<file path="config.mk">
export PLATFORM = sky130hd
export DESIGN_NAME = tdmi
export DESIGN_NICKNAME = d
export VERILOG_FILES = /design/src/rtl/tdmi_pkg.sv /design/src/rtl/tdmi_sync_edge.sv /design/src/rtl/tdmi.sv
export SDC_FILE = /design/constraint.sdc
export NUM_CORES = 1
export LEC_CHECK = 0
export ABC_CLOCK_PERIOD_IN_PS = 5500
export BUFFER_PORTS_ARGS = -buffer_cell sky130_fd_sc_hd__buf_2
export CAP_MARGIN = 10
export CORE_UTILIZATION = 49
export DETAILED_ROUTE_END_ITERATION = 6
export PLACE_DENSITY = 0.82
export SETUP_SLACK_MARGIN = 0.1
export SLEW_MARGIN = 20
export SYNTH_ARGS = -nofsm -noshare
export SYNTH_HDL_FRONTEND = slang
export SYNTH_SLANG_ARGS = --single-unit
</file>
<file path="constraint.sdc">
create_clock -name clk -period 5.5 [get_ports clk]
set_input_delay 1.1 -clock clk [delete_from_list [all_inputs] [get_ports clk]]
set_output_delay 1.1 -clock clk [all_outputs]
set_load 0.005 [all_outputs]
</file>
<file path="src/rtl/tdmi_pkg.sv">
// Shared constants for the TDM receive interface: register map, field widths
// and receiver state encoding.
package tdmi_pkg;

  localparam int CH_W     = 5;
  localparam int SAMPLE_W = 8;

  localparam logic [15:0] TDMI_ALL     = 16'h0000;
  localparam logic [15:0] TDMI_DATA    = 16'h0004;
  localparam logic [15:0] TDMI_CHANNEL = 16'h0008;
  localparam logic [15:0] TDMI_START   = 16'h000C;

  typedef enum logic [1:0] {
    ST_IDLE,
    ST_HUNT,
    ST_LOCK
  } rx_state_e;

endpackage

</file>
<file path="src/rtl/tdmi_sync_edge.sv">
// Two-flop synchronizer for a slow asynchronous level, with single-cycle
// rise and fall strobes derived from the synchronized value.
module tdmi_sync_edge (
  input  logic clk,
  input  logic reset,
  input  logic din,
  output logic sync,
  output logic rise,
  output logic fall
);

  logic meta;
  logic sync_q;
  logic prev_q;

  always_ff @(posedge clk or negedge reset) begin
    if (!reset) begin
      meta   <= 1'b0;
      sync_q <= 1'b0;
      prev_q <= 1'b0;
    end else begin
      meta   <= din;
      sync_q <= meta;
      prev_q <= sync_q;
    end
  end

  assign sync = sync_q;
  assign rise = sync_q & ~prev_q;
  assign fall = ~sync_q & prev_q;

endmodule

</file>
<file path="src/rtl/tdmi.sv">
// Serial TDM receiver (32 ch x 8 bit, MSB first) with a Wishbone register view.
// Optional macro TDMI_RESYNC_EN: every frame_sync rising edge realigns the framer.
module tdmi
  import tdmi_pkg::*;
(
  input  logic        clk,
  input  logic        reset,
  input  logic        ser_clk,
  input  logic        frame_sync,
  input  logic        data_in,
  output logic        new_data_int,
  input  logic [31:0] i_wb_adr,
  input  logic [3:0]  i_wb_sel,
  input  logic        i_wb_we,
  input  logic [31:0] i_wb_dat,
  output logic [31:0] o_wb_dat,
  input  logic        i_wb_cyc,
  input  logic        i_wb_stb,
  output logic        o_wb_ack,
  output logic        o_wb_err,
  input  logic        scan_in0,
  input  logic        scan_in1,
  input  logic        scan_in2,
  input  logic        scan_in3,
  input  logic        scan_in4,
  input  logic        scan_enable,
  input  logic        test_mode,
  output logic        scan_out0,
  output logic        scan_out1,
  output logic        scan_out2,
  output logic        scan_out3,
  output logic        scan_out4
);

  rx_state_e             state_q, state_d;
  logic                  ser_sync, ser_rise, ser_fall;
  logic                  fs_sync, fs_rise, fs_fall;
  logic                  data_meta, data_sync;
  logic                  fs_prev, fs_edge, align, strobe;
  logic [SAMPLE_W-2:0]   shift_q;
  logic [2:0]            bit_cnt;
  logic [CH_W-1:0]       rx_ch, chan_q;
  logic [SAMPLE_W-1:0]   data_q;
  logic                  wb_req, wb_busy, wb_hit, start_wr, enable;
  logic [15:0]           adr;
  logic [31:0]           rd_mux;
  logic                  unused_ok;

  tdmi_sync_edge u_ser_sync (
    .clk  (clk),
    .reset(reset),
    .din  (ser_clk),
    .sync (ser_sync),
    .rise (ser_rise),
    .fall (ser_fall)
  );

  tdmi_sync_edge u_fs_sync (
    .clk  (clk),
    .reset(reset),
    .din  (frame_sync),
    .sync (fs_sync),
    .rise (fs_rise),
    .fall (fs_fall)
  );

  always_ff @(posedge clk or negedge reset) begin
    if (!reset) begin
      data_meta <= 1'b0;
      data_sync <= 1'b0;
    end else begin
      data_meta <= data_in;
      data_sync <= data_meta;
    end
  end

  // frame_sync is judged at bit strobes, not at its own synchronized edge
  assign strobe  = ser_fall;
  assign fs_edge = strobe & fs_sync & ~fs_prev;
`ifdef TDMI_RESYNC_EN
  assign align   = fs_edge & (state_q != ST_IDLE);
`else
  assign align   = fs_edge & (state_q == ST_HUNT);
`endif

  assign adr      = i_wb_adr[15:0];
  assign wb_req   = i_wb_cyc & i_wb_stb;
  assign wb_hit   = wb_req & ~wb_busy;
  assign start_wr = wb_hit & i_wb_we & (adr == TDMI_START);
  assign enable   = (state_q != ST_IDLE);

  always_ff @(posedge clk or negedge reset) begin
    if (!reset) state_q <= ST_IDLE;
    else        state_q <= state_d;
  end

  always_comb begin
    state_d = state_q;
    case (state_q)
      ST_IDLE: if (start_wr && i_wb_dat[0]) state_d = ST_HUNT;
      ST_HUNT: if (align) state_d = ST_LOCK;
      ST_LOCK: state_d = ST_LOCK;
      default: state_d = ST_IDLE;
    endcase
    if (start_wr && !i_wb_dat[0]) state_d = ST_IDLE;
  end

  // An alignment strobe samples bit 7 of channel 0, so the counter resumes at 6
  always_ff @(posedge clk or negedge reset) begin
    if (!reset) begin
      fs_prev      <= 1'b0;
      shift_q      <= '0;
      bit_cnt      <= '0;
      rx_ch        <= '0;
      data_q       <= '0;
      chan_q       <= '0;
      new_data_int <= 1'b0;
    end else begin
      new_data_int <= 1'b0;
      if (strobe) fs_prev <= fs_sync;
      if (state_q == ST_IDLE) begin
        bit_cnt <= '0;
        rx_ch   <= '0;
      end else if (align) begin
        shift_q <= {shift_q[SAMPLE_W-3:0], data_sync};
        bit_cnt <= 3'd6;
        rx_ch   <= '0;
      end else if (strobe && state_q == ST_LOCK) begin
        shift_q <= {shift_q[SAMPLE_W-3:0], data_sync};
        if (bit_cnt == 3'd0) begin
          data_q       <= {shift_q, data_sync};
          chan_q       <= rx_ch;
          new_data_int <= 1'b1;
          rx_ch        <= rx_ch + 5'd1;
          bit_cnt      <= 3'd7;
        end else begin
          bit_cnt <= bit_cnt - 3'd1;
        end
      end
    end
  end

  always_comb begin
    rd_mux = '0;
    case (adr)
      TDMI_ALL:     rd_mux = {19'b0, chan_q, data_q};
      TDMI_DATA:    rd_mux = {24'b0, data_q};
      TDMI_CHANNEL: rd_mux = {27'b0, chan_q};
      TDMI_START:   rd_mux = {31'b0, enable};
      default:      rd_mux = '0;
    endcase
  end

  // One ack per strobe assertion; a held strobe must drop before the next access
  always_ff @(posedge clk or negedge reset) begin
    if (!reset) begin
      wb_busy  <= 1'b0;
      o_wb_ack <= 1'b0;
      o_wb_dat <= '0;
    end else begin
      wb_busy  <= wb_req;
      o_wb_ack <= wb_hit;
      o_wb_dat <= (wb_hit && !i_wb_we) ? rd_mux : '0;
    end
  end

  assign o_wb_err  = 1'b0;
  assign scan_out0 = 1'b0;
  assign scan_out1 = 1'b0;
  assign scan_out2 = 1'b0;
  assign scan_out3 = 1'b0;
  assign scan_out4 = 1'b0;

  assign unused_ok = ^{ser_sync, ser_rise, fs_rise, fs_fall, i_wb_sel, i_wb_adr[31:16],
                       i_wb_dat[31:1], scan_in0, scan_in1, scan_in2, scan_in3, scan_in4,
                       scan_enable, test_mode};

endmodule

</file>
# Word level (Yosys, flattened, before mapping)
# Cells that the tools add are included.
# totals
register_bits	73
latchBits	0
ram_bits	0
romBits	0
in_bits	83
out_inout_bits	40
wordCells	77
mem_count	0
# classes
addsub	2
n_mul	0
div	0
magnitude_cmp	0
n_eq_ne	7
shifts	0
mux	20
bitwise	13
reduce_logical	17
# op_table
op	n
13-bit case mux with 4 select lines	1
16-bit by 4-bit == test with 1-bit output, second input constant	2
32-bit 2-to-1 mux	1
5-bit 2-to-1 mux	4
16-bit by 3-bit == test with 1-bit output, second input constant	1
16-bit zero test	1
7-bit 2-to-1 mux	2
3-bit 2-to-1 mux	4
1-bit AND	8
2-bit 2-to-1 mux	3
2-bit case mux with 3 select lines	1
2-bit AND reduction	3
3-bit nonzero test	2
5-bit by 1-bit adder with 5-bit output, second input constant	1
1-bit NOT	5
1-bit logical AND	4
1-bit 2-to-1 mux	4
4-bit AND reduction	1
2-bit nonzero test	2
3-bit zero test	1
3-bit by 2-bit != test with 1-bit output, second input constant	1
3-bit != test, second input constant	1
3-bit by 1-bit subtractor with 3-bit output, second input constant	1
2-bit by 1-bit == test with 1-bit output, second input constant	1
3 further kinds	4

# Longest topological paths before layout
# depth
depth_word	8
mapped_depth	7
mapped_depth_nobuf	6

# By module
# From an unflattened synthesis, not the netlist that was laid out.
# hier_totals
hier_cells	201
area_unflattened_um2	2477.4
# by_module_without_submodules
mod	n_inst	cells_per_inst	area_per_inst_um2	seq_area_each_um2
tdmi	1	191	2297.2	1226.2
tdmi_sync_edge	2	5	90.1	75.1

# Worst setup path after synthesis
# OpenSTA, ideal clock, no wires.
# synth_path
path_kind	input port to flip-flop
from	input port i_wb_adr[10]
to	register o_wb_dat[10]
setup_ns	0.095
arrival_time_ns	2.347
t_required_ns	5.405
slack_ns	3.059
cell_stages	5
path_buffers	1
path_cell_list	nor4_2 > nand4_2 > or3b_4 > buf_6 > nor4b_4
# synth_between
elab_chain_len	3
word_cells_on_any_way	6
classes_between	eq/ne (3); mux (2); reduce/logical (1)
# synth_rtl
element	line_no	source
start, declared	tdmi.sv:12	input logic [31:0] i_wb_adr,
16-bit by 4-bit == test with 1-bit output, or another cell as far along	tdmi.sv:145	case (adr)
13-bit case mux with 4 select lines (*)	tdmi.sv:145	
32-bit 2-to-1 mux (*)	tdmi.sv:163	o_wb_dat <= (wb_hit && !i_wb_we) ? rd_mux : '0;
end signal, assigned	tdmi.sv:163	
end, declared	tdmi.sv:16	output logic [31:0] o_wb_dat,
# Every way passes the cells marked *; elsewhere a longest branch is shown, timed or not.
# A chain may end at the register's enable or synchronous reset.

# Final worst setup path
# layout_path
from	input port i_wb_adr[1]
to	register o_wb_dat[8]
# Same word-level chain as after synthesis.

==> qor.csv <==
stage;metric;value;unit
power_and_ir_drop;swShare;0.285;
power_and_ir_drop;internal-power;681;µW
detailed_routing;drcViolationCount;0;
sta;finClkSkew;0.00495;ns
place;place_inst;299;
cts;h-tree-depth;2;
setup_path;cp.arrival;2.69;ns
detailed_routing;vias_per_cell;4.79;
setup_path;critPathLaunchType;input pin;
sta;max_freq;0.397;GHz
setup_path;r2r_end;chan_q[2];
cells_and_area;stdcell_count;306;
sta;maxSlewHeadroom;0.535;
floorplan;die_h;73.0;µm
power_and_ir_drop;p_leak;0.00138;µW
global_route;first_global_vias;1356;
setup_path;critPathCaptureType;flip-flop;
setup_path;r2r-start;bit_cnt[0];
global_route;grt_usage;0.154;
cts;clock-root-buffer;clkbuf_8;
run_status;outcome;complete, no violations;
cts;clk_pin_slew;0.08;ns
detailed_routing;post_drt_wl_per_cell;11.7;µm
floorplan;pin_count;123;
cells_and_area;nets;329;
sta;setup_tns;0;ns
power_and_ir_drop;seqPwrFrac;0.505;
place;dp_hpwl;2530;µm
cts;cts_resized;0;
detailed_routing;drt_first_iter_violations;59;
power_and_ir_drop;pwr-share-clk;0.267;
global_route;grt_max_degree;55;
setup_path;r2r_slack;3.31;ns
global_route;grt_pass1_wl;6090;µm
floorplan;dieArea;0.00533;mm²
sta;timing.final.hold_violations;0;
synth;synth_seq_cells;54;
cells_and_area;mostFrequentLayoutCells;dfrtp_1 (54), buf_2 (39), conb_1 (25), mux2_2 (21), nor2_1 (14);
setup_path;setup.worst_path.start;i_wb_adr[1];
floorplan;start_util;0.516;
power_and_ir_drop;power_density;348;mW/mm²
cells_and_area;layout-drive-gt1-share;0.331;
sta;setup_viol;0;
floorplan;fp-row-count;25;
sta;tightest_slew;0.696;ns
cells_and_area;n_antenna_cell;0;
synth;syn_area_per_cell;12.5;µm²
floorplan;die_w;73.0;µm
detailed_routing;vias;1467;
cts;cts_buffers;5;
place;gp_congestion;0.742;
cells_and_area;final_common_cell;dfrtp_1;
global_route;grt-ovfl-total;0;
synth;yosysWarnings;0;
power_and_ir_drop;combPwrFrac;0.228;
setup_path;crit_type;in2reg;
setup_path;r2r_cells;6;
detailed_routing;dr.pass1.iters;4;
flow_run;cap_violations;0;
cells_and_area;syn2layout_area_growth;10.9;%
cts;post_cts_buffers;0;
detailed_routing;detail-route-antenna-nets;0;
synth;synth_cells;197;
cts;cts_tree;yes;
floorplan;coreArea;0.00479;mm²
setup_path;crit_required;5.67;ns
sta;layout_min_cycle_time;2.52;ns
sta;slew_viol_final;0;
power_and_ir_drop;max-vdd-ir-drop;0.175;mV
cts;clock_latency;0.31;ns
sta;final.period_utilization;0.458;
synth;synthesis.area;0.00247;mm²
cells_and_area;fillers;428;
synth;yosysSeqAreaShare;0.547;
setup_path;worstPathMaxFanout;13;
setup_path;endpoint;o_wb_dat[8];
sta;rsz0062_at_grt;no;
cts;cts_hold_buf;0;
cts;cts.path.max_buffers;2;
power_and_ir_drop;p_sw;272;µW
cts;cts_sinks;54;
synth;synth_cell_type_count;36;
place;io_buffers;39;
global_route;grt_antenna_before_repair;0;
detailed_routing;wl;3590;µm
power_and_ir_drop;power;953;µW
min_path;hp-class;reg2reg;
-- critical path, stage by stage --
cell,delay [ns]
buf_2,0.10
nor4_2,0.30
nand4_2,0.23
or3b_4,0.54
nor4b_1,0.42
-- area by class of cell --
cell class                      count  area [µm²]  area share
Clock buffer                        5        68.8      0.0251
Clock inverter                      2        38.8      0.0142
Inverter                            5        18.8     0.00686
Multi-Input combinational cell    133         973       0.356
Sequential cell                    54        1350       0.494
Tap cell                           67        83.8      0.0306
Timing Repair Buffer               40         203      0.0740
-- registers in the layout (all words and copies together), names as in the netlist --
signal	count
rx_ch	5
o_wb_ack	1
u_ser_sync.meta	1
bit_cnt	3
state_q	2
u_ser_sync.sync	1
chan_q	5
o_wb_dat	13
fs_prev	1
wb_busy	1
u_fs_sync.meta	1
u_ser_sync.prev_q	1
u_fs_sync.sync	1
new_data_int	1
data_sync	1
data_q	8
data_meta	1
shift_q	7
-- cell usage after synthesis, drive strengths merged --
| library cell | count | area (µm²) |
|---|---|---|
| clkbuf | 1 | 3.75 |
| and4bb | 2 | 25.0 |
| nor2 | 15 | 56.3 |
| buf | 28 | 214 |
| mux2i | 3 | 30.0 |
| nor3 | 2 | 10.0 |
| and3b | 1 | 8.76 |
| nand4 | 3 | 25.0 |
| xor2 | 4 | 35.0 |
| nand3 | 2 | 10.0 |
| o211ai | 1 | 7.51 |
| a21o | 1 | 7.51 |
| nand2 | 4 | 15.0 |
| o22ai | 2 | 12.5 |
| nor4 | 3 | 37.5 |
| inv | 5 | 18.8 |
| and3 | 1 | 6.26 |
| nand2b | 1 | 6.26 |
| a21oi | 10 | 53.8 |
| and2 | 3 | 18.8 |
| o21ai | 4 | 20.0 |
| nand3b | 2 | 15.0 |
| dfrtp | 54 | 1350 |
| nor4b | 5 | 73.8 |
| ha | 7 | 87.6 |
| mux2 | 21 | 236 |
| nor3b | 3 | 22.5 |
| conb | 1 | 3.75 |
| a211oi | 1 | 7.51 |
| or3b | 1 | 11.3 |
| nor2b | 6 | 37.5 |
-- worst min path at each step --
| stage | start | to | depth (start not counted) |
|---|---|---|---|
| after detailed placement | u_ser_sync.meta | u_ser_sync.sync | 0 |
| after global placement | u_fs_sync.meta | u_fs_sync.sync | 0 |
| after CTS | u_ser_sync.meta | u_ser_sync.sync | 0 |
| final | u_ser_sync.meta | u_ser_sync.sync | 0 |
| after floorplan | data_meta | data_sync | 0 |
| after global routing | u_fs_sync.meta | u_fs_sync.sync | 0 |
-- cells by family after synthesis --
| group | share of synthesized area |
|---|---|
| AO/OA/AOI/OAI | 0.0441 |
| XOR/XNOR | 0.0142 |
| adder cells (fa/ha/maj) | 0.0355 |
| buffers and inverters | 0.0958 |
| flip-flops | 0.547 |
| multiplexers | 0.108 |
| other | 0.00152 |
| AND/OR/NAND/NOR | 0.154 |
-- per-stage QoR --
stage / hold slack, ns / util / setup slack (ns) / area (µm²)
after floorplan: 0.331 / - / 3.06 / 2560
after global placement: 0.334 / 0.549 / 2.72 / 2630
after detailed placement: 0.336 / 0.549 / 2.67 / 2630
after CTS: 0.356 / 0.572 / 2.96 / 2740
after global routing: 0.367 / 0.572 / 2.89 / 2740
final: 0.353 / 0.572 / 2.98 / 2740
-- routing by layer --
layer	vias to the layer above	global-route usage	routed length (µm)
met4	0	0.0588	42
met2	57	0.245	1690
met1	698	0.197	1650
met3	4	0.0470	200
li1	708	-	-
met5	-	0	0
-- power by group through the flow --
stage	registers (µW)	logic, µW	clock network, µW
after floorplan	479	180	0
after global placement	486	207	0
after detailed placement	489	217	0
after CTS	481	219	264
after global routing	489	248	276
final	481	217	255
Power figures use the tool's default switching activity.
